===== src/rtl/risc_core_pkg.sv =====
// risc_core_pkg: opcodes, FSM state encoding and decode helper for risc_core_p
package risc_core_pkg;
    localparam logic [2:0] OP_HLT = 3'd0;
    localparam logic [2:0] OP_SKZ = 3'd1;
    localparam logic [2:0] OP_ADD = 3'd2;
    localparam logic [2:0] OP_AND = 3'd3;
    localparam logic [2:0] OP_XOR = 3'd4;
    localparam logic [2:0] OP_LDA = 3'd5;
    localparam logic [2:0] OP_STO = 3'd6;
    localparam logic [2:0] OP_JMP = 3'd7;

    typedef enum logic [1:0] {ST_FETCH, ST_EXEC, ST_HALTED} state_t;

    function automatic logic is_load(input logic [2:0] op);
        return op inside {OP_ADD, OP_AND, OP_XOR, OP_LDA};
    endfunction
endpackage


===== src/rtl/risc_core_p_alu.sv =====
// risc_alu_p: accumulator datapath for the memory-operand instructions
module risc_alu_p
    import risc_core_pkg::*;
#(
    parameter int DATA_W = 8
) (
    input  logic [2:0]        opcode,
    input  logic [DATA_W-1:0] acc,
    input  logic [DATA_W-1:0] data,
    output logic [DATA_W-1:0] result,
    output logic              zero
);
    always_comb begin
        result = opcode == OP_ADD ? acc + data :
                 opcode == OP_AND ? acc & data :
                 opcode == OP_XOR ? acc ^ data :
                 opcode == OP_LDA ? data : acc;
        zero   = acc == '0;
    end
endmodule


===== src/rtl/risc_core_p.sv =====
// risc_core_p: parametrised single-clock accumulator CPU with ready handshake and resume-from-halt
module risc_core_p
    import risc_core_pkg::*;
#(
    parameter int DATA_W      = 8,
    parameter int ADDR_W      = 13,
    parameter int FETCH_BEATS = 2,
    parameter int RESET_VEC   = 0
) (
    input  logic              clock,
    input  logic              reset,
    input  logic [DATA_W-1:0] mem_rdata,
    input  logic              mem_ready,
    input  logic              resume,
    output logic              mem_rd,
    output logic              mem_wr,
    output logic [ADDR_W-1:0] address,
    output logic [DATA_W-1:0] mem_wdata,
    output logic              halt,
    output logic [DATA_W-1:0] acc_out
);
    localparam int IW = FETCH_BEATS * DATA_W;
    localparam int BW = FETCH_BEATS > 1 ? $clog2(FETCH_BEATS) : 1;
    localparam logic [BW-1:0]     LAST   = BW'(FETCH_BEATS - 1);
    localparam logic [ADDR_W-1:0] PC_RST = ADDR_W'(RESET_VEC);
    localparam logic [ADDR_W-1:0] SKIP   = ADDR_W'(FETCH_BEATS);

    if (IW < ADDR_W + 3) begin : g_width_err
        $error("risc_core_p: FETCH_BEATS*DATA_W must be at least ADDR_W+3");
    end

    state_t            state;
    logic [BW-1:0]     beat;
    logic [ADDR_W-1:0] pc;
    logic [IW-1:0]     ir;
    logic [DATA_W-1:0] acc;
    logic [DATA_W-1:0] alu_res;
    logic              acc_zero;
    logic [2:0]        opcode;
    logic [ADDR_W-1:0] operand;
    logic              mem_op;

    assign opcode  = ir[ADDR_W+2:ADDR_W];
    assign operand = ir[ADDR_W-1:0];
    assign mem_op  = is_load(opcode) || opcode == OP_STO;

    risc_alu_p #(.DATA_W(DATA_W)) u_alu (
        .opcode(opcode),
        .acc   (acc),
        .data  (mem_rdata),
        .result(alu_res),
        .zero  (acc_zero)
    );

    // Strobes are gated by reset so a pending access is abandoned the instant reset asserts
    always_comb begin
        mem_rd    = reset && (state == ST_FETCH || (state == ST_EXEC && is_load(opcode)));
        mem_wr    = reset && state == ST_EXEC && opcode == OP_STO;
        address   = state == ST_EXEC ? operand : pc;
        mem_wdata = acc;
        halt      = state == ST_HALTED;
        acc_out   = acc;
    end

    always_ff @(posedge clock or negedge reset) begin
        if (!reset) begin
            state <= ST_FETCH;
            beat  <= '0;
            pc    <= PC_RST;
            ir    <= '0;
            acc   <= '0;
        end else begin
            case (state)
                ST_FETCH: if (mem_ready) begin
                    ir   <= IW'({ir, mem_rdata});
                    pc   <= pc + ADDR_W'(1);
                    beat <= beat == LAST ? '0 : beat + BW'(1);
                    if (beat == LAST) state <= ST_EXEC;
                end
                ST_EXEC: begin
                    if (opcode == OP_SKZ && acc_zero) pc <= pc + SKIP;
                    if (opcode == OP_JMP) pc <= operand;
                    if (is_load(opcode) && mem_ready) acc <= alu_res;
                    if (opcode == OP_HLT) state <= ST_HALTED;
                    else if (!mem_op || mem_ready) state <= ST_FETCH;
                end
                ST_HALTED: if (resume) state <= ST_FETCH;
                default: state <= ST_FETCH;
            endcase
        end
    end
endmodule


===== config.mk =====
export PLATFORM = sky130hd
export DESIGN_NAME = risc_core_p
export DESIGN_NICKNAME = d
export VERILOG_FILES = /design/src/rtl/risc_core_pkg.sv /design/src/rtl/risc_core_p_alu.sv /design/src/rtl/risc_core_p.sv
export SDC_FILE = /design/constraint.sdc
export NUM_CORES = 1
export LEC_CHECK = 0
export BUFFER_PORTS_ARGS = -buffer_cell sky130_fd_sc_hd__buf_2
export CAP_MARGIN = 10
export CORE_MARGIN = 3
export CORE_UTILIZATION = 45
export DETAILED_ROUTE_END_ITERATION = 7
export MAX_ROUTING_LAYER = met4
export PLACE_DENSITY = 0.65
export SLEW_MARGIN = 20
export SYNTH_ARGS = -nofsm -noshare
export SYNTH_HDL_FRONTEND = slang
export SYNTH_HIERARCHICAL = 1
export SYNTH_SLANG_ARGS = --single-unit

===== constraint.sdc =====
create_clock -name clock -period 3.4 [get_ports clock]
set_input_delay 0.17 -clock clock [delete_from_list [all_inputs] [get_ports clock]]
set_output_delay 0.17 -clock clock [all_outputs]
set_load 0.01 [all_outputs]

==> qor.yml <==
status: "complete, no violations"
syn_area_per_cell_um2: 7.91
grt_setup_unrepaired: "no"
synth_top_area_share_pct: 32.5
syn_nets: 412
fin_crit_sh_pct: 77.2
drc: 0
antenna_cells: 0
ios: 44
start_util_pct: 47.4
cts.path.max_buffers: 2
firstDrtPassIters: 5
path_max_fanout: 7
cts_tree: "built"
synth-seq-cells: 40
postRouteAntennaNets: 0
max-vdd-ir-drop_mv: 0.494
die_h_um: 88.7
syn_area_mm2: 0.00308
holdWs_ns: 0.105
ys_seq_area_share_pct: 32.5
wl_per_cell_um: 17.0
worstHoldPathCells: 3
crit_type: "reg -> reg"
fin_crit_ns: 2.63
cts_buffers: 5
synth_top_cell_by_area: "dfrtp_1"
tns_ns: 0
grt_max_degree: 39
arrival_ns: 2.81
hpwlAfterDp_um: 5880
critical_path.startpoint_type: "flip-flop"
final_nets: 438
layout.cells.non_filler: 492
synthTopCellsByCount: "107 x nand2_1, 40 x dfrtp_1, 28 x a21oi_1"
fp-row-count: 29
yosys_most_used_dff: "dfrtp_1"
areaGrowthSynthToFinish_pct: 8.99
drt_wl_total_um: 8370
yosysMostFrequentCell: "nand2_1"
total_leakage_power_nw: 1.58
dp.cells: 484
synthTopCellsByArea: "dfrtp_1 33%, nand2_1 13%, a21oi_1 4.6%, ha_1 4.1%, mux2_2 3.3%"
vias: 2885
clk_latency_ns: 0.30
clock_skew_ns: 0.00675
viasPerCell: 5.86
place_congestion: 0.878
antenna_found_initial: 0
grt_pass1_wl_um: 13700
cellPowerDensity_mw_per_mm2: 1000
worstHoldPathType: "in -> reg"
ys_async_sr_fraction_pct: 100
grt_usage_pct: 23.0
numPortBuffers: 43
grt-ovfl-total: 0
yosys_warnings: 6
max_freq_mhz: 381
ctsHtreeMaxLevel: 2
first_iter_violations: 237
core_area_mm2: 0.00649
crit_top_cell: "mux2_2"
drv_slew: 0
chipWidth_um: 88.7
fillers: 631
finalHoldViolations: 0
netlist_instances: 389
required_ns: 3.58
setup_viol: 0
synth_edf_count: 0
r2r_cells: 9
tightest_slew_ns: 0.757
dieArea_mm2: 0.00787
cts_sinks: 40
multi_input_area_mm2: 0.00182
ys_types: 63
path_clk_slew_ns: 0.08
critical_path.cell_chain: "ha_1 > inv_1 > fa_1 > and2b_1 > o31a_1 > o21ai_1 > mux2_2 > or3_1 > mux2_2"
grt_pass1_vias: 2676
cts_root_buf: "clkbuf_8"
endpoint_kind: "flip-flop"
critPathMaxStageDelay_ns: 0.44
slew_headroom_pct: 49.4
slowest_stage: "dfrtp_1"
final-seq-area_mm2: 0.00100
drv_cap: 0
drive_gt1_share_pct: 18.3
-- per-stage QoR --
step | instance area, um^2 | power [mW] | setup slack (ns) | utilization [%]
6_report | 3350 | 3.36 | 0.774 | 51.6
5_1_grt | 3350 | 3.65 | 0.644 | 51.6
4_1_cts | 3350 | 3.36 | 0.784 | 51.6
3_5_place_dp | 3210 | 2.88 | 0.801 | 49.5
3_3_place_gp | 3210 | 2.85 | 0.835 | 49.5
2_1_floorplan | 3080 | 2.41 | 0.881 | -
-- worst paths after layout --
kind | slack (ns) | start | endpoint
min in group asynchronous | 0.23 | reset | state[0]$_DFFE_PN0P_
max reg2reg | 0.77 | acc_out[0]$_DFFE_PN0P_ | acc_out[6]$_DFFE_PN0P_
max in group asynchronous | 2.42 | reset | pc[11]$_DFFE_PN0P_
min reg2reg | 0.50 | beat$_DFFE_PN0P_ | beat$_DFFE_PN0P_
min | 0.10 | mem_rdata[0] | ir[0]$_DFFE_PN0P_
max | 0.77 | acc_out[0]$_DFFE_PN0P_ | acc_out[6]$_DFFE_PN0P_
-- placed cells by master, fill, tap and decap left out, types with 10 or more instances in the layout --
cell and instances:
buf_2 43, ha_1 10, nand2_1 107, a21oi_1 28
o21ai_0 15, o22ai_1 10, nor2_1 24, nand3_1 10
dfrtp_1 40
-- cell type report --
type | instances | area share, %
multi-input cells | 308 | 54.3
flip-flops and latches | 40 | 29.9
repair buffers | 50 | 8.06
well taps | 77 | 2.87
clock buffers | 5 | 2.05
clock inverters | 2 | 1.79
inverters | 10 | 1.12
-- sequential cells by signal, indices dropped and copies added, names as in the netlist --
register	flops
beat	1
acc_out	8
state	2
pc	13
ir	16
-- layer usage --
metal / wire, um / vias up / share of wire (%) / track usage (%)
met5: 0 / - / 0 / -
met4: 85 / 0 / 1.0 / 4.67
met3: 455 / 7 / 5.4 / 4.38
met2: 3700 / 80 / 44 / 34.1
met1: 4130 / 1369 / 49 / 32.7
li1: - / 1429 / - / -
-- where the power goes --
part	switching [mW]	internal [mW]	total (mW)	leakage (nW)
sequential	0.333	0.682	1.02	0.497
clock	0.179	0.289	0.468	0.0642
combinational	1.11	0.765	1.87	1.02
-- cells by family after synthesis --
logic type	synth area share (%)
AO/OA/AOI/OAI	21.1
XOR/XNOR	2.28
adder cells (fa/ha/maj)	4.72
buffers and inverters	8.34
flip-flops	32.5
multiplexers	5.90
AND/OR/NAND/NOR	25.2
-- worst max-delay path: cells and delay by family (launching register included) --
kind	cells	cell delay [ns]
multiplexers	2	0.60
AND/OR/NAND/NOR	2	0.53
adder cells (fa/ha/maj)	2	0.46
flip-flops	1	0.44
AO/OA/AOI/OAI	2	0.41
buffers and inverters	1	0.08
-- repair_timing --
item                                   in CTS  in global routing
setup buffers                               0                  0
hold buffers                                1                  0
resized for setup                           0                  0
endpoints found under the hold margin       2                  0
Power figures use the tool's default switching activity.
